[src/rtl/systolic_2x2_stream_ctrl.sv]
// Streaming front/back-end for the 2x2 systolic array.
// Accepted rows drive the array inputs, a tag pipe matched to the array latency
// marks when aligned results arrive, and those results are captured into an
// output FIFO. Credit admission keeps in-flight rows plus FIFO entries within
// OUT_DEPTH, so a capture always finds space.
// Optional perf counters: define SYSTOLIC_STREAM_PERF_EN.
module systolic_2x2_stream_ctrl #(
  parameter int unsigned A_W       = 4,
  parameter int unsigned C_W       = 8,
  parameter int unsigned ARRAY_LAT = 3,  // must be >= 1
  parameter int unsigned OUT_DEPTH = 8   // must be >= 2
) (
  input  logic                  clk,
  input  logic                  rst_n,
  input  logic                  s_valid,
  output logic                  s_ready,
  input  logic signed [A_W-1:0] s_a0,
  input  logic signed [A_W-1:0] s_a1,
  input  logic                  s_last,
  output logic signed [A_W-1:0] a_row0_out,
  output logic signed [A_W-1:0] a_row1_out,
  input  logic signed [C_W-1:0] c_col0_in,
  input  logic signed [C_W-1:0] c_col1_in,
  output logic                  m_valid,
  input  logic                  m_ready,
  output logic signed [C_W-1:0] m_c0,
  output logic signed [C_W-1:0] m_c1,
  output logic                  m_last,
  output logic [15:0]           perf_rows,
  output logic [15:0]           perf_stall
);

  localparam int unsigned PtrW = (OUT_DEPTH > 1) ? $clog2(OUT_DEPTH) : 1;
  localparam int unsigned CntW = $clog2(OUT_DEPTH + 1);
  localparam int unsigned SumW = $clog2(OUT_DEPTH + ARRAY_LAT + 2);
  localparam int unsigned EntW = 2 * C_W + 1;

  logic                  accept, push, pop;
  logic [SumW-1:0]       occupancy;
  logic signed [A_W-1:0] a_row0_d, a_row0_q, a_row1_d, a_row1_q;
  logic [ARRAY_LAT:0]    tag_vld_d, tag_vld_q, tag_last_d, tag_last_q;
  logic [EntW-1:0]       mem_d [OUT_DEPTH];
  logic [EntW-1:0]       mem_q [OUT_DEPTH];
  logic [PtrW-1:0]       wr_ptr_d, wr_ptr_q, rd_ptr_d, rd_ptr_q;
  logic [CntW-1:0]       count_d, count_q;

  function automatic logic [PtrW-1:0] ptr_inc(input logic [PtrW-1:0] p);
    return (p == PtrW'(OUT_DEPTH - 1)) ? '0 : p + 1'b1;
  endfunction

  // Credit: FIFO entries plus rows still in flight must stay below the depth
  always_comb begin
    occupancy = SumW'(count_q) + SumW'($countones(tag_vld_q));
    s_ready   = (occupancy < SumW'(OUT_DEPTH));
    accept    = s_valid & s_ready;
    m_valid   = (count_q != '0);
    pop       = m_valid & m_ready;
    push      = tag_vld_q[ARRAY_LAT];
    {m_c0, m_c1, m_last} = mem_q[rd_ptr_q];
  end

  // Array drive (bubble of zeros when nothing is accepted) and tag pipe shift
  always_comb begin
    a_row0_d   = accept ? s_a0 : '0;
    a_row1_d   = accept ? s_a1 : '0;
    tag_vld_d  = {tag_vld_q[ARRAY_LAT-1:0], accept};
    tag_last_d = {tag_last_q[ARRAY_LAT-1:0], s_last};
  end

  // Output FIFO next state: unconditional capture on a final-stage tag
  always_comb begin
    mem_d    = mem_q;
    wr_ptr_d = wr_ptr_q;
    rd_ptr_d = rd_ptr_q;
    count_d  = count_q;
    if (push) begin
      mem_d[wr_ptr_q] = {c_col0_in, c_col1_in, tag_last_q[ARRAY_LAT]};
      wr_ptr_d        = ptr_inc(wr_ptr_q);
    end
    if (pop) begin
      rd_ptr_d = ptr_inc(rd_ptr_q);
    end
    unique case ({push, pop})
      2'b10:   count_d = count_q + 1'b1;
      2'b01:   count_d = count_q - 1'b1;
      default: count_d = count_q;
    endcase
  end

  // State registers
  always_ff @(posedge clk or negedge rst_n) begin
    if (!rst_n) begin
      a_row0_q   <= '0;
      a_row1_q   <= '0;
      tag_vld_q  <= '0;
      tag_last_q <= '0;
      mem_q      <= '{default: '0};
      wr_ptr_q   <= '0;
      rd_ptr_q   <= '0;
      count_q    <= '0;
    end else begin
      a_row0_q   <= a_row0_d;
      a_row1_q   <= a_row1_d;
      tag_vld_q  <= tag_vld_d;
      tag_last_q <= tag_last_d;
      mem_q      <= mem_d;
      wr_ptr_q   <= wr_ptr_d;
      rd_ptr_q   <= rd_ptr_d;
      count_q    <= count_d;
    end
  end

  assign a_row0_out = a_row0_q;
  assign a_row1_out = a_row1_q;

`ifdef SYSTOLIC_STREAM_PERF_EN
  logic [15:0] perf_rows_d, perf_rows_q, perf_stall_d, perf_stall_q;

  // Row counter wraps; stall counter saturates
  always_comb begin
    perf_rows_d  = perf_rows_q + 16'(accept);
    perf_stall_d = perf_stall_q;
    if (s_valid && !s_ready && (perf_stall_q != 16'hFFFF)) begin
      perf_stall_d = perf_stall_q + 16'd1;
    end
  end

  // Perf counter registers
  always_ff @(posedge clk or negedge rst_n) begin
    if (!rst_n) begin
      perf_rows_q  <= '0;
      perf_stall_q <= '0;
    end else begin
      perf_rows_q  <= perf_rows_d;
      perf_stall_q <= perf_stall_d;
    end
  end

  assign perf_rows  = perf_rows_q;
  assign perf_stall = perf_stall_q;
`else
  assign perf_rows  = '0;
  assign perf_stall = '0;
`endif

endmodule

[config.mk]
export PLATFORM = sky130hd
export DESIGN_NAME = systolic_2x2_stream_ctrl
export DESIGN_NICKNAME = d
export VERILOG_FILES = /design/src/rtl/systolic_2x2_stream_ctrl.sv
export SDC_FILE = /design/constraint.sdc
export NUM_CORES = 1
export LEC_CHECK = 0
export CAP_MARGIN = 20
export CORE_ASPECT_RATIO = 1.25
export CORE_MARGIN = 5
export CORE_UTILIZATION = 56
export CTS_CLUSTER_DIAMETER = 100
export DETAILED_ROUTE_END_ITERATION = 8
export HOLD_SLACK_MARGIN = 0.1
export PLACE_DENSITY = 0.87
export SLEW_MARGIN = 20
export SYNTH_ARGS = -nofsm -noshare
export SYNTH_HDL_FRONTEND = slang
export SYNTH_SLANG_ARGS = --single-unit
[constraint.sdc]
create_clock -name clk -period 2.7 [get_ports clk]
set_input_delay 0.54 -clock clk [delete_from_list [all_inputs] [get_ports clk]]
set_output_delay 0.54 -clock clk [all_outputs]
set_load 0.005 [all_outputs]
==> metrics.md, run 1 <==
| Metric | Value |
|---|---|
| First-pass GRT wire length | 26.4 mm |
| Rel. slew slack | 51.8% |
| Pwr/cell area | 1310 nW/um^2 |
| GP Congestion | 0.736 |
| Clock Pin Slew Worst Setup and Hold Paths | 0.06 ns |
| Cell count after synthesis | 483 |
| Root Buffer | clkbuf_16 |
| Initial Utilization | 57.2% |
| Vias in the first global route | 4951 |
| Antenna-violating nets left | 0 |
| Bufs on Longest Clock Path | 2 |
| Slowest stage delay, CP | 0.60 ns |
| Clock power frac | 20.0% |
| Max_cap viols | 0 |
| # fillers | 884 |
| Total Power | 11.9 mW |
| Mapped cell area | 7600 um^2 |
| Library cells used by synthesis | 41 |
| Gr busiest metal | met2 |
| Post-synth top area share | 53.3% |
| Cts hold-fix bufs | 0 |
| CTS tree | built |
| Final Cycle Share | 102% |
| Initial antenna violation count | 0 |
| Diode count | 0 |
| Most area-hungry cell type in the Yosys netlist | dfrtp_1 |
| Critical-path maximum fanout | 2 |
| Layout Skew | 0.00977 ns |
| DIE WIDTH | 114 um |
| Routing usage on met3 | 4.75% |
| CP Data Required Time | 2.16 ns |
| Largest net degree at the start of global routing | 81 |
| Drt first-iter violations | 214 |
| Synthesized flop and latch total | 162 |
| CTS sink count | 162 |
| Violated checks | negative setup slack |
| Depth of the CTS H-tree | 4 |
| Status | finished, violations left |
| Combinational power share | 43.0% |
| Psw | 3.62 mW |
| Routed via count | 4271 |
| CP top delay family | adder cells |
| Register area share after synthesis | 53.3% |
| Met2 Use GR | 36.5% |
| # IOs | 88 |
| TritonCTS Buffers | 17 |
| DRC Markers | 0 |
| IO buf count | 55 |
| Routed WL | 15.9 mm |
| CP max stage cell | fa_1 |
| Internal power | 8.26 mW |
| Fin Hold WS | 0.144 ns |
| CP Class | reg2out |
| DR WL/cell | 21.2 um |
| Share of layout cells above drive strength 1 | 49.3% |
| Critical Path AT | 2.22 ns |
| Seq pwr share | 37.0% |
| Syn_area_per_cell | 15.7 um^2 |
| RSZ-0062 raised after global routing | yes |
| Switching Share | 30.5% |
| Worst hold path class | in2async |
| Crit path launch type | flop |
| Layout area overhead | 19.2% |
| Die ar. | 16000 um^2 |
| Chip Height | 140 um |
| Final min period | 2.76 ns |
| Hpwl dp | 9.68 mm |
| Gr usage total | 21.3% |
| Nets | 604 |
| Synth area leaders | dfrtp_1 53%, mux2_2 23%, mux4_2 10%, buf_4 3.7%, ha_1 1.5% |
| Std cell rows | 47 |
| VDD IR-drop max | 0.000713 V |
| Clk Latency, worst-skew pair | 0.42 ns |
| Max-slew violations | 0 |
| WP buf/inv | 1 |
| Setup violations, final | 1 |
| Yosys warning total | 0 |
| Max Freq | 362 MHz |
| Fin. Hold Viols | 0 |
| CP endpoint kind | output port |
| Leakage power | 3.92 nW |
| Cells along the critical path | fa_1 > ha_4 > a211oi_4 > o21a_1 > nor2_1 > buf_2 |
| Setup ws final | -0.0627 ns |
| DR pass1 iterations | 4 |
| Core ar. | 13300 um^2 |
| Worst-Margin Slew | 0.722 ns |
| Vias per Instance | 5.70 |
| Total grt overflow | 0 |
| M1 GR Usage | 26.8% |
| Setup TNS | -0.0627 ns |
placed cells by master (no fill, tap or decap), types with 2 or more instances in the layout:
cell             netlist  layout
a21o_1                 2       2
buf_12                 0       5
buf_16                 0       2
buf_2                  6       6
buf_4                 37      22
buf_6                  6       8
buf_8                  1       3
bufinv_16              0       2
clkbuf_1               6       2
clkbuf_16              0      17
clkbuf_2               0       4
clkbuf_8               0       2
clkdlybuf4s15_1        0       2
clkdlybuf4s50_1        0      36
clkinv_4               0       3
clkinvlp_4             0       4
conb_1                 1      32
dfrtp_1              162     161
dlygate4sd2_1          0       2
ha_1                   9       8
inv_1                  4       4
mux2_2               157     149
mux2_4                 0       8
mux4_2                34      34
nand2_1               11      11
nand4b_2               3       3
nor2_1                 2       2
nor3_1                 9       9
nor3_4                 2       2
nor3b_4                2       2
o21a_1                 2       2
o21ai_0                3       3
or4_1                  2       2
xnor2_1                2       2
cells by family after synthesis:
kind of cell             share of synthesized area, %
AO/OA/AOI/OAI                                    1.32
XOR/XNOR                                        0.346
AND/OR/NAND/NOR                                  4.03
flip-flops                                       53.3
multiplexers                                     33.5
buffers and inverters                            5.73
adder cells (fa/ha/maj)                          1.74
other                                          0.0493
routing by layer:
metal | routed length, um | vias to the layer above | share of wire, %
met5 | 0 | - | 0
met4 | 218 | 0 | 1.4
met3 | 703 | 20 | 4.4
met2 | 8720 | 102 | 55
met1 | 6250 | 2266 | 39
li1 | - | 1883 | -
stage by stage:
stage | instances | instance area (um^2) | setup WS (ns) | utilization, %
after global placement | 705 | 8310 | 0.00954 | 62.5
final | 749 | 9060 | -0.0627 | 68.2
after CTS | 753 | 9140 | -0.106 | 68.7
after global routing | 749 | 9060 | -0.171 | 68.2
after detailed placement | 705 | 8310 | -0.0418 | 62.5
after floorplan | 514 | 7720 | 0.225 | -
sequential cells by signal (all words and copies together) (netlist names):
name / cells
tag_last_q: 4
mem_q: 136
tag_vld_q: 4
wr_ptr_q: 3
a_row1_out: 4
rd_ptr_q: 3
count_q: 4
a_row0_out: 4
synth_stat cells:
cell type  count
o41ai_1        1
nand2b_4       1
inv_1          4
o21ai_0        3
mux2i_1        1
a21oi_1        1
or4b_1         1
buf_8          1
fa_1           1
ha_1           9
a2111oi_0      1
conb_1         1
nor3b_1        1
nand2_1       11
or3b_1         1
clkbuf_1       6
a211oi_1       1
buf_2          6
nor2b_1        1
xnor2_1        2
nand4b_2       3
o221ai_1       1
nor3b_4        2
dfrtp_1      162
nand3b_1       1
or4_1          2
nand2b_1       1
buf_1          2
o41ai_2        1
o21a_1         2
buf_6          6
buf_4         37
nor3_1         9
nor3_2         1
nor3_4         2
nand4_2        1
mux4_2        34
mux2_2       157
a21o_1         2
nor2_1         2
xor2_1         1
what timing repair did:
action,4_1_cts,5_1_grt
setup buffers,13,0
pin swaps,5,3
endpoints found under the hold margin,0,0
resized for setup,68,16
setup endpoints to repair,18,16
gates cloned,3,0
worst paths after layout:
check                                end          start  slack [ns]  cells past startpoint
setup reg to reg              count_q[3]     count_q[2]        0.47                      6
hold / removal                 mem_q[71]          rst_n        0.14                      1
setup / recovery                 s_ready   tag_vld_q[0]       -0.06                      6
min in group clk           tag_last_q[1]  tag_last_q[0]        0.35                      0
max in group asynchronous     mem_q[113]          rst_n        1.83                      2
hold reg to reg            tag_last_q[1]  tag_last_q[0]        0.35                      0
power groups by stage:
stage | sequential [mW] | combinational [mW] | clock, mW
after global placement | 4.26 | 4.64 | 0
after CTS | 4.37 | 5.24 | 2.41
after global routing | 4.55 | 5.53 | 2.52
final | 4.40 | 5.11 | 2.37
after detailed placement | 4.39 | 4.81 | 0
after floorplan | 4.04 | 3.45 | 0
final cells by class:
type / count / area [um^2] / share of cell area, %
tap: 171 / 214 / 2.36
clock inverter: 11 / 130 / 1.44
clock buffer: 21 / 460 / 5.08
multi-input combinational: 290 / 3280 / 36.2
timing repair buffer: 90 / 903 / 9.97
inverter: 4 / 15.0 / 0.166
sequential: 162 / 4060 / 44.7
(Power assumes the default switching activity.)
==> inputs of run 2 (changes only) <==
ABC_CLOCK_PERIOD_IN_PS = 2700   (was not set)
CORE_UTILIZATION = 35   (was 56)
PLACE_DENSITY = 0.61   (was 0.87)
==> run 2 against run 1 <==
Compared with the run above:
- the run still ends with negative setup slack left
- critical endpoint unchanged
- via count is 0.33% lower
- register-to-register slack got worse by 0.02 ns
- total power grew 1.4%
- die area grew 55%
- clock-buffer cell count shrank 3
- combinational power rose by 3%
- maximum frequency grew 0.45%
- critical path type unchanged
- sequential share of layout area down 1.1 points
==> metrics.md, run 2 (same netlist as run 1, synthesis figures left out) <==
| Metric | Value |
|---|---|
| Most common cell after layout, fill and taps aside | dfrtp_1 |
| Critical Path AT | 2.21 ns |
| Routed via count | 4257 |
| CTS tree | built |
| IO buf count | 55 |
| Std cell rows | 60 |
| Nets | 611 |
| Clk Latency, worst-skew pair | 0.42 ns |
| Placement-stage worst setup slack | -0.0590 ns |
| DRC Markers | 0 |
| Leakage power | 3.99 nW |
| Hpwl dp | 10.5 mm |
| Design area | 9300 um^2 |
| GP Congestion | 0.729 |
| Root Buffer | clkbuf_16 |
| CTS sink count | 162 |
| DIE WIDTH | 142 um |
| Drt first-iter violations | 203 |
| Antenna-violating nets left | 0 |
| Setup ws final | -0.0503 ns |
| Fin. Hold Viols | 0 |
| Initial antenna violation count | 0 |
| Max_cap viols | 0 |
| CP Class | reg2out |
| First-pass GRT wire length | 26.4 mm |
| Pwr/cell area | 1300 nW/um^2 |
| Layout Skew | 0.00844 ns |
| Final Cycle Share | 102% |
| Max-slew violations | 0 |
| DR WL/cell | 18.7 um |
| Routed WL | 16.1 mm |
| Largest net degree at the start of global routing | 71 |
| Critical-path maximum fanout | 2 |
| Initial Utilization | 35.4% |
| Fin Hold WS | 0.350 ns |
| Total grt overflow | 0 |
| Diode count | 0 |
| Setup violations, final | 1 |
| Depth of the CTS H-tree | 4 |
| CP endpoint kind | output port |
| Slowest stage delay, CP | 0.60 ns |
| Bufs on Longest Clock Path | 2 |
| Most frequent cells in the layout | 161 x dfrtp_1, 145 x mux2_2, 36 x clkdlybuf4s50_1, 34 x mux4_2, 32 x conb_1 |
| Final Util | 43.3% |
| TritonCTS Buffers | 17 |
| Vias in the first global route | 4782 |
| Worst hold path class | reg2reg |
| Crit path launch type | flop |
| Core ar. | 21500 um^2 |
| Vias per Instance | 4.93 |
| Max Freq | 364 MHz |
| RSZ-0062 raised after global routing | yes |
| Clock Pin Slew Worst Setup and Hold Paths | 0.07 ns |
| Gr usage total | 13.6% |
| # IOs | 88 |
| Rel. slew slack | 65.2% |
| Worst-Margin Slew | 0.522 ns |
| Violated checks | negative setup slack |
| VDD IR-drop max | 0.000591 V |
| Die ar. | 24800 um^2 |
| Placed inst area | 8440 um^2 |
| Status | finished, violations left |
| # fillers | 1981 |
| Chip Height | 175 um |
| Final min period | 2.75 ns |
| Reg with most FFs | mem_q |
| CP Data Required Time | 2.16 ns |
| DR pass1 iterations | 4 |
| Cells along the critical path | fa_1 > ha_4 > a211oi_4 > o21a_1 > nor2_1 > buf_2 |
| Layout area overhead | 22.3% |
| CP max stage cell | fa_1 |
| R2R Setup Slk | 0.45 ns |
| Largest register FFs | 136 |
| Share of layout cells above drive strength 1 | 49.7% |
-- run 2: what timing repair did --
item                       4_1_cts  5_1_grt
pin swaps                        5        4
setup buffers                   10        7
hold endpoints to repair        29        0
hold buffers                     1        0
resized for setup               68       23
cloned                           3        0
setup endpoints to repair       18       16
-- run 2: final cells by class --
cell class / count / area [um^2] / area share, %
flip-flops and latches: 162 / 4060 / 43.6
multi-input cells: 290 / 3300 / 35.5
repair buffers: 97 / 972 / 10.5
clock buffers: 18 / 439 / 4.72
well taps: 279 / 349 / 3.76
clock inverters: 14 / 166 / 1.79
inverters: 4 / 15.0 / 0.162
-- run 2: layer usage --
metal | GRT usage, % | vias to the layer above | wire [um]
li1 | - | 1896 | -
met1 | 17.8 | 2273 | 7160
met2 | 23.1 | 72 | 8250
met3 | 2.90 | 16 | 515
met4 | 3.48 | 0 | 197
met5 | 0 | - | 0
-- run 2: worst paths after layout --
kind                               startpoint       endpoint  cells past startpoint
min in group asynchronous               rst_n      mem_q[10]                      2
max in group asynchronous               rst_n     mem_q[102]                      3
worst max-delay path             tag_vld_q[3]        s_ready                      6
worst min register to register  tag_last_q[0]  tag_last_q[1]                      0
worst min-delay path            tag_last_q[0]  tag_last_q[1]                      0
worst max register to register     count_q[0]     count_q[2]                      9
-- run 2: worst max-delay path, delay by kind of cell, from the launching register on --
kind	cells	cell delay [ns]
adders and majority gates	2	0.82
DFF	1	0.41
AOI/OAI and AO/OA	2	0.39
buffers and inverters	1	0.13
and+or+nand+nor	1	0.05
-- run 2: where the power goes --
| part | switching, mW | internal, mW | leakage [nW] | total (mW) |
|---|---|---|---|---|
| clock | 1.03 | 1.42 | 0.294 | 2.45 |
| combinational | 1.92 | 3.34 | 1.76 | 5.26 |
| sequential | 0.719 | 3.61 | 1.94 | 4.33 |
| total | 3.67 | 8.37 | 3.99 | 12.0 |
-- run 2: stage by stage --
step | cells | TNS [ns] | total power, mW
after floorplan | 514 | 0 | 7.49
after global placement | 815 | -0.0151 | 8.99
after detailed placement | 815 | -0.0590 | 9.28
after CTS | 861 | -0.318 | 12.0
after global routing | 864 | -0.236 | 12.8
final | 864 | -0.0503 | 12.0
==> inputs of run 3 (changes only) <==
PLACE_DENSITY = 0.51   (was 0.61)
RECOVER_POWER = 50   (was not set)
==> run 3 against run 2 <==
Compared with the run above:
- the flow still finishes with violations (negative setup slack)
- clock-buffer cell count stayed put
- wire length is 1.2% higher
- die area stayed put
==> metrics.md, run 3 (same netlist as run 1, synthesis figures left out) <==
| Metric | Value |
|---|---|
| Crit path launch type | flop |
| Cts hold-fix bufs | 0 |
| CTS sink count | 162 |
| DIE WIDTH | 142 um |
| Most frequent cells in the layout | 161 x dfrtp_1, 143 x mux2_2, 35 x clkdlybuf4s50_1, 34 x mux4_2, 32 x conb_1 |
| Routed WL | 16.3 mm |
| Clk Latency, worst-skew pair | 0.42 ns |
| Max-slew violations | 0 |
| IO buf count | 55 |
| Max Freq | 367 MHz |
| TritonCTS Buffers | 17 |
| Bufs on Longest Clock Path | 2 |
| Worst-Margin Slew | 1.46 ns |
| Diode count | 0 |
| Drt first-iter violations | 128 |
| CP Class | reg2out |
| Final Cycle Share | 101% |
| Die ar. | 24800 um^2 |
| Rel. slew slack | 2.86% |
| Clock Pin Slew Worst Setup and Hold Paths | 0.07 ns |
| Setup TNS | -0.0218 ns |
| Setup violations, final | 1 |
| Leakage power | 3.95 nW |
| Layout Skew | 0.00704 ns |
| Fin. Hold Viols | 0 |
| Setup ws final | -0.0218 ns |
| Largest net degree at the start of global routing | 62 |
| Std cell rows | 60 |
| First-pass GRT wire length | 26.5 mm |
| CP endpoint kind | output port |
| Final Util | 42.8% |
| Gr usage total | 13.8% |
| DRC Markers | 0 |
| Initial Utilization | 35.4% |
| Hpwl dp | 10.3 mm |
| Routed via count | 4205 |
| Violated checks | negative setup slack |
| GP Congestion | 0.699 |
| Worst hold path class | reg2reg |
| CP Data Required Time | 2.16 ns |
| Critical-path maximum fanout | 2 |
| Critical Path AT | 2.18 ns |
| Core ar. | 21500 um^2 |
| RSZ-0062 raised after global routing | yes |
| Final min period | 2.72 ns |
| Most common cell after layout, fill and taps aside | dfrtp_1 |
| Total grt overflow | 0 |
| CTS tree | built |
| DR pass1 iterations | 4 |
| Vias in the first global route | 4607 |
| DR WL/cell | 19.0 um |
| Max_cap viols | 0 |
| Share of layout cells above drive strength 1 | 49.5% |
| VDD IR-drop max | 0.000635 V |
| Pwr/cell area | 1280 nW/um^2 |
| Chip Height | 175 um |
| # IOs | 88 |
| Initial antenna violation count | 0 |
| Status | finished, violations left |
| Antenna-violating nets left | 0 |
| # fillers | 1957 |
| Reg with most FFs | mem_q |
| Nets | 608 |
| Largest register FFs | 136 |
| Layout area overhead | 20.8% |
| Vias per Instance | 4.88 |
| Depth of the CTS H-tree | 4 |
| Root Buffer | clkbuf_16 |
run 3: path summary, 6_finish.rpt:
| kind | start | endpoint | slack, ns | cells past startpoint |
|---|---|---|---|---|
| worst max-delay path | tag_vld_q[0] | s_ready | -0.02 | 6 |
| worst max register to register | count_q[2] | count_q[3] | 0.41 | 6 |
| worst min register to register | tag_last_q[0] | tag_last_q[1] | 0.35 | 0 |
| worst min-delay path | tag_last_q[0] | tag_last_q[1] | 0.35 | 0 |
| min in group asynchronous | rst_n | mem_q[129] | 0.47 | 1 |
| max in group asynchronous | rst_n | mem_q[65] | 0.59 | 2 |
run 3: layer usage:
metal / wire [um] / vias to the layer above / part of all wire (%) / global-route usage, %
met4: 210 / 0 / 1.3 / 4.20
li1: - / 1895 / - / -
met1: 7120 / 2230 / 44 / 18.0
met5: 0 / - / 0 / 0
met2: 8530 / 61 / 52 / 23.1
met3: 459 / 19 / 2.8 / 2.68
run 3: power by group:
part	switching [mW]	leakage, nW	total, mW	internal (mW)
logic	1.85	1.72	5.09	3.23
clock network	1.02	0.291	2.42	1.40
registers	0.685	1.94	4.30	3.61
total	3.56	3.95	11.8	8.24
run 3: timing repair:
item                                    4_1_cts  5_1_grt
pin swaps                                     5        3
resized for setup                            83        9
setup buffers                                14        1
endpoints found under the setup margin       18       12
gates cloned                                  3        0
run 3: worst max-delay path, stage by stage, from the launching register on:
cell      delay, ns
dfrtp_1        0.40
fa_1           0.48
ha_1           0.29
a211oi_2       0.24
o21a_1         0.17
nor2_1         0.05
buf_2          0.13
run 3: final cells by class:
class	instances	area [um^2]	share of cell area (%)
flip-flops and latches	162	4060	44.2
multi-input cells	290	3280	35.7
repair buffers	94	892	9.71
clock buffers	18	439	4.78
well taps	279	349	3.80
clock inverters	14	153	1.66
inverters	4	15.0	0.163
run 3: stage by stage:
| stage | setup slack [ns] | instances | instance area (um^2) | hold WS (ns) | power, mW |
|---|---|---|---|---|---|
| 2_1_floorplan | 0.225 | 514 | 7720 | 0.244 | 7.49 |
| 3_3_place_gp | -0.0252 | 815 | 8450 | 0.337 | 9.05 |
| 3_5_place_dp | -0.0347 | 815 | 8450 | 0.337 | 9.25 |
| 4_1_cts | -0.117 | 863 | 9280 | 0.100 | 12.1 |
| 5_1_grt | -0.130 | 861 | 9180 | 0.367 | 12.6 |
| 6_report | -0.0218 | 861 | 9180 | 0.349 | 11.8 |
==> RTL change 1 (flow settings as in run 2) <==
The parameter `A_W` goes from 4 to 3.
--- a/src/rtl/systolic_2x2_stream_ctrl.sv
+++ b/src/rtl/systolic_2x2_stream_ctrl.sv
@@ -5,7 +5,7 @@
 // OUT_DEPTH, so a capture always finds space.
 // Optional perf counters: define SYSTOLIC_STREAM_PERF_EN.
 module systolic_2x2_stream_ctrl #(
-  parameter int unsigned A_W       = 4,
+  parameter int unsigned A_W       = 3,
   parameter int unsigned C_W       = 8,
   parameter int unsigned ARRAY_LAT = 3,  // must be >= 1
   parameter int unsigned OUT_DEPTH = 8   // must be >= 2
Interface: changed (resized a_row0_out, a_row1_out, s_a0 and s_a1); port bits go from 88 to 84. No check against the original RTL was run, so the function may have changed too.
==> RTL change 1 against run 2 <==
  * The run still ends with setup timing left
  * Power down 3.8%
  * Sequential cell count down 2
  * Synthesized cell count down 1.4%
  * Routed wire length down 3.8%
  * Sequential share of layout area up 0.32 points
  * Critical endpoint unchanged
  * Design area down 2.0%
  * Hold slack worse by 2.4 ps
  * Count of clock-buffer cells in the layout up 3
  * Maximum frequency up 0.61%
  * Worst setup slack better by 17 ps
  * Largest cell class unchanged
  * Area after synthesis down 0.91%
==> RTL change 1: results (changes against run 2) <==
routing:
  dr_total_vias: 4223  # -0.80%
  drtIter0Drc: 132  # -35%
  wl_met1_microns: 6800  # -5.1%
  first_pass_iters: 4  # unchanged
  wl_met3_microns: 564  # +9.5%
  met2WireLength_microns: 8020  # -2.8%
  wl_per_cell_microns: 18.1  # -2.9%
logic_synthesis:
  yosys-top-cells-count: "160 x dfrtp_1, 157 x mux2_2, 37 x buf_4, 34 x mux4_2"
  synth_xor_area_frac: 0.00349  # +0.0000316
  postSynthCellCount: 476  # -1.4%
  yosysSeqAreaShare: 0.531  # -0.00177
  synthTopCellsByArea: "dfrtp_1 53%, mux2_2 23%, mux4_2 10%, buf_4 3.7%, ha_1 1.5%"
  synth_fa_ha_area_frac: 0.0176  # +0.000159
  synth_compound_area_frac: 0.0133  # +0.000120
  yosysWarnings: 0  # unchanged
  async_flop_share: 1.00  # unchanged
  synth_mux_area_frac: 0.338  # +0.00306
  synth.distinct_cells: 40  # -2.4%
layout:
  top_register: "mem_q"
  final_layout_size_suffix_gt1_frac: 0.510  # +0.0121
  fin_cells: 856  # -0.93%
  finalNetCount: 602  # -1.5%
  fill_cells: 1951  # -1.5%
  largest_reg_flops: 136  # unchanged
  diodes: 0  # unchanged
  final_area_sq_um: 9110  # -2.0%
cts:
  cts_made_buffers: 17  # unchanged
  cts-root-buf: "clkbuf_16"
  cts_max_level: 4  # unchanged
  worst_skew_pair.late_latency_ps: 420  # about the same
  clk_path_buf_depth: 2  # unchanged
run_status:
  violations: "setup timing"
  status: "finished with violations"
place:
  hpwl_microns: 9950  # -5.7%
  portBuffers: 51  # -7.3%
  gp_congestion: 0.734  # +0.69%
  dpl_cell_area_sq_um: 8330  # -1.3%
  dp.cells: 805  # -1.2%
  dp_slack_ps: -27.7  # +31.4 ps
grt:
  antenna_found_initial: 0  # unchanged
  grt_use_total: 0.132  # -0.00409
  grt_pass1_wl_microns: 25400  # -3.8%
  grt_start_max_net_pins: 59  # -17%
  grt_pass1_vias: 4741  # -0.86%
critical_path:
  path_max_fanout: 2  # unchanged
  cp.arrival_ps: 2190  # -20 ps
timing:
  worst_slack_ps: -33.7  # +16.6 ps
  finalClockSkew_ps: 12.8  # +4.33 ps
  setup_viol: 1  # unchanged
  slew_headroom: 0.645  # -0.00650
  tns_ps: -33.7  # +16.6 ps
pwr:
  p_leak_nw: 3.92  # -1.8%
  vdd_drop_max_v: 0.000625  # +5.8%
  p_sw_mw: 3.46  # -5.6%
min_path:
  hp-class: "flop to flop"
-- RTL change 1: area by class of cell --
cell class | count | area share
Multi-Input combinational cell | 286 | 0.360
Tap cell | 279 | 0.0383
Timing Repair Buffer | 96 | 0.103
Inverter | 4 | 0.00165
Clock inverter | 10 | 0.00975
Clock buffer | 21 | 0.0483
Sequential cell | 160 | 0.439
-- RTL change 1: power groups by stage --
stage                     sequential, mW  combinational [mW]  clock, mW
after floorplan                     3.99                3.45          0
after global placement              4.20                4.68          0
after detailed placement            4.32                4.80          0
after CTS                           4.28                5.22       2.25
after global routing                4.41                5.60       2.35
final                               4.27                5.14       2.19
-- RTL change 1: path summary, 6_finish.rpt --
kind	depth (start not counted)	from	end	slack, ps
setup / recovery	6	tag_vld_q[1]	s_ready	-30
hold / removal	0	tag_last_q[1]	tag_last_q[2]	350
setup reg to reg	6	count_q[0]	count_q[3]	440
hold reg to reg	0	tag_last_q[1]	tag_last_q[2]	350
max in group asynchronous	3	rst_n	mem_q[44]	1280
min in group asynchronous	2	rst_n	mem_q[101]	610
-- RTL change 1: what timing repair did --
action | in CTS | in global routing
hold endpoints to repair | 48 | 0
endpoints found under the setup margin | 18 | 10
hold buffers | 1 | 0
pin swaps | 5 | 0
setup buffers | 16 | 2
gates resized for setup | 96 | 6
cloned | 2 | 0
-- RTL change 1: routing by layer --
metal	track usage	up-vias
li1	-	1871
met1	0.170	2256
met2	0.222	85
met3	0.0347	11
met4	0.0351	0
met5	0	-
-- RTL change 1: critical path, stage by stage (launching register included) --
cell and delay [ps]:
dfrtp_1 400, fa_1 480, ha_1 310, a211oi_2 240, o21a_1 170, nor2_1 50
buf_2 120
==> RTL change 2 (settings of run 2) <==
Without the edit above. `tag_last_q` no longer has a reset.
--- a/src/rtl/systolic_2x2_stream_ctrl.sv
+++ b/src/rtl/systolic_2x2_stream_ctrl.sv
@@ -93,7 +93,6 @@
       a_row0_q   <= '0;
       a_row1_q   <= '0;
       tag_vld_q  <= '0;
-      tag_last_q <= '0;
       mem_q      <= '{default: '0};
       wr_ptr_q   <= '0;
       rd_ptr_q   <= '0;
@@ -102,12 +101,15 @@
       a_row0_q   <= a_row0_d;
       a_row1_q   <= a_row1_d;
       tag_vld_q  <= tag_vld_d;
-      tag_last_q <= tag_last_d;
       mem_q      <= mem_d;
       wr_ptr_q   <= wr_ptr_d;
       rd_ptr_q   <= rd_ptr_d;
       count_q    <= count_d;
     end
+  end
+
+  always_ff @(posedge clk) begin
+    tag_last_q <= tag_last_d;
   end
 
   assign a_row0_out = a_row0_q;
Check against the original RTL: no difference found for any inputs over 10 cycles, from zero or initial values and one cycle with rst_n low; that may be too few to reach the edited logic, so the function may still have changed.
==> RTL change 2 against run 2 <==
  * The run still ends with setup timing left
  * Largest power group unchanged
  * Clock skew rose by 0.56 ps
  * Power rose by 1.3%
  * Sequential cell count did not move
  * Worst setup slack improved by 3.2 ps
  * Design area rose by 0.69%
  * Routed wire length rose by 0.68%
  * Area after synthesis fell by 0.26%
  * Critical path type unchanged
  * Maximum frequency rose by 0.12%
==> RTL change 2: results (changes against run 2) <==
run_status:
  status: "finished with violations"
  violations: "setup timing"
timing:
  slew_headroom: 0.639  # -0.0131
  tns_ps: -47.1  # +3.21 ps
  finalClockSkew_ps: 8.99  # +0.558 ps
  setup_viol: 1  # unchanged
  worst_slack_ps: -47.1  # +3.21 ps
cts:
  cts_made_buffers: 17  # unchanged
  clk_path_buf_depth: 2  # unchanged
  worst_skew_pair.late_latency_ps: 420  # about the same
  cts-root-buf: "clkbuf_16"
  cts.clk_slew.worst_paths_ps: 70  # about the same
  cts_max_level: 4  # unchanged
pwr:
  vdd_drop_max_v: 0.000589  # -0.26%
  p_leak_nw: 4.01  # +0.45%
routing:
  wl_per_cell_microns: 18.8  # +0.68%
  drtIter0Drc: 171  # -16%
  detail_route.vias_per_cell: 4.92  # about the same
  drtAntennaViolNets: 0  # unchanged
  first_pass_iters: 4  # unchanged
logic_synthesis:
  yosysWarnings: 0  # unchanged
  async_flop_share: 0.975  # -0.0247
  yosysSeqAreaShare: 0.532  # -0.00123
  synth_flop_cell: "dfrtp_1"
  yosys-top-cells-count: "158 x dfrtp_1, 157 x mux2_2, 37 x buf_4, 34 x mux4_2, 11 x nand2_1"
  synth.distinct_cells: 42  # +2.4%
  synth_edf_count: 0  # unchanged
  synthTopCellsByArea: "dfrtp_1 52%, mux2_2 23%, mux4_2 10%, buf_4 3.7%, ha_1 1.5%"
critical_path:
  r2r_end: "count_q[3]"
  ff2ff_setup_slack_ps: 390  # -60 ps
  slowest_delay_ps: 590
  startpoint: "tag_vld_q[0]"
  path_max_fanout: 2  # unchanged
  rr_worst_depth: 7  # -2
  critical_path.top_delay_family: "adder cells"
  cp.arrival_ps: 2210  # about the same
  slowest_stage: "fa_1"
  reg2reg_from: "count_q[0]"
layout:
  final_layout_size_suffix_gt1_frac: 0.499  # +0.00171
  largest_reg_flops: 136  # unchanged
  finalNetCount: 611  # unchanged
  syn2layout_area_growth_pct: 23.4
  fill_cells: 1961  # -1.0%
  top_register: "mem_q"
  diodes: 0  # unchanged
min_path:
  hp-class: "flop to flop"
  min_to: "tag_last_q[2]"
  hold_depth: 0  # unchanged
  holdCritStartpoint: "tag_last_q[1]"
grt:
  grt_pass1_wl_microns: 27000  # +2.2%
  antenna_found_initial: 0  # unchanged
  grt_use_total: 0.140  # +0.00349
  grt_pass1_vias: 4877  # +2.0%
  grt_start_max_net_pins: 74  # +4.2%
place:
  dp_slack_ps: -22.5  # +36.6 ps
  hpwl_microns: 10400  # -1.4%
  gp_congestion: 0.711  # -2.5%
  dpl_cell_area_sq_um: 8440  # about the same
  portBuffers: 55  # unchanged
RTL change 2: how the worst max path moves through the flow:
stage               endpoint  depth (start not counted)
CTS                  s_ready                          6
global placement     s_ready                          6
floorplan            s_ready                          6
detailed placement   s_ready                          6
global route         s_ready                          6
finish               s_ready                          6
RTL change 2: area by class of cell:
cell class	instances	area share
Sequential cell	162	0.431
Multi-Input combinational cell	290	0.352
Timing Repair Buffer	97	0.111
Clock buffer	20	0.0499
Tap cell	279	0.0373
Clock inverter	12	0.0166
Inverter	4	0.00160
RTL change 2: what timing repair did:
action | 4_1_cts | 5_1_grt
hold endpoints to repair | 37 | 0
pin swaps | 5 | 3
setup buffers | 8 | 4
hold buffers | 1 | 0
gates resized for setup | 71 | 13
gates cloned | 4 | 1
endpoints found under the setup margin | 18 | 10
RTL change 2: metal layers:
metal / up-vias / GRT usage / wire [microns]
li1: 1905 / - / -
met1: 2251 / 0.177 / 7010
met2: 80 / 0.241 / 8440
met3: 17 / 0.0289 / 555
met4: 0 / 0.0420 / 235
met5: - / 0 / 0
RTL change 2: kinds of logic after synthesis:
family	share of synthesized area
AND/OR/NAND/NOR	0.0404
AO/OA/AOI/OAI	0.0132
multiplexers	0.335
XOR/XNOR	0.00347
flip-flops	0.532
adder cells (fa/ha/maj)	0.0175
other	0.000495
buffers and inverters	0.0574
RTL change 2: worst reg2reg max path, stage by stage (launching register included):
cell	delay, ps
dfrtp_1	410
buf_4	180
o41ai_2	330
inv_1	110
ha_1	280
nand3b_1	220
a2111oi_0	460
o221ai_1	190
RTL change 2: per-stage QoR:
step / instances / hold WS (ps)
final: 864 / 327
after global routing: 864 / 337
after CTS: 860 / 328
after detailed placement: 815 / 313
after global placement: 815 / 311
after floorplan: 514 / 244
RTL change 2: power breakdown:
part,switching (mW),total (mW),internal [mW]
Combinational,1.94,5.38,3.44
Sequential,0.708,4.32,3.61
Clock,0.975,2.51,1.53
Total,3.62,12.2,8.58
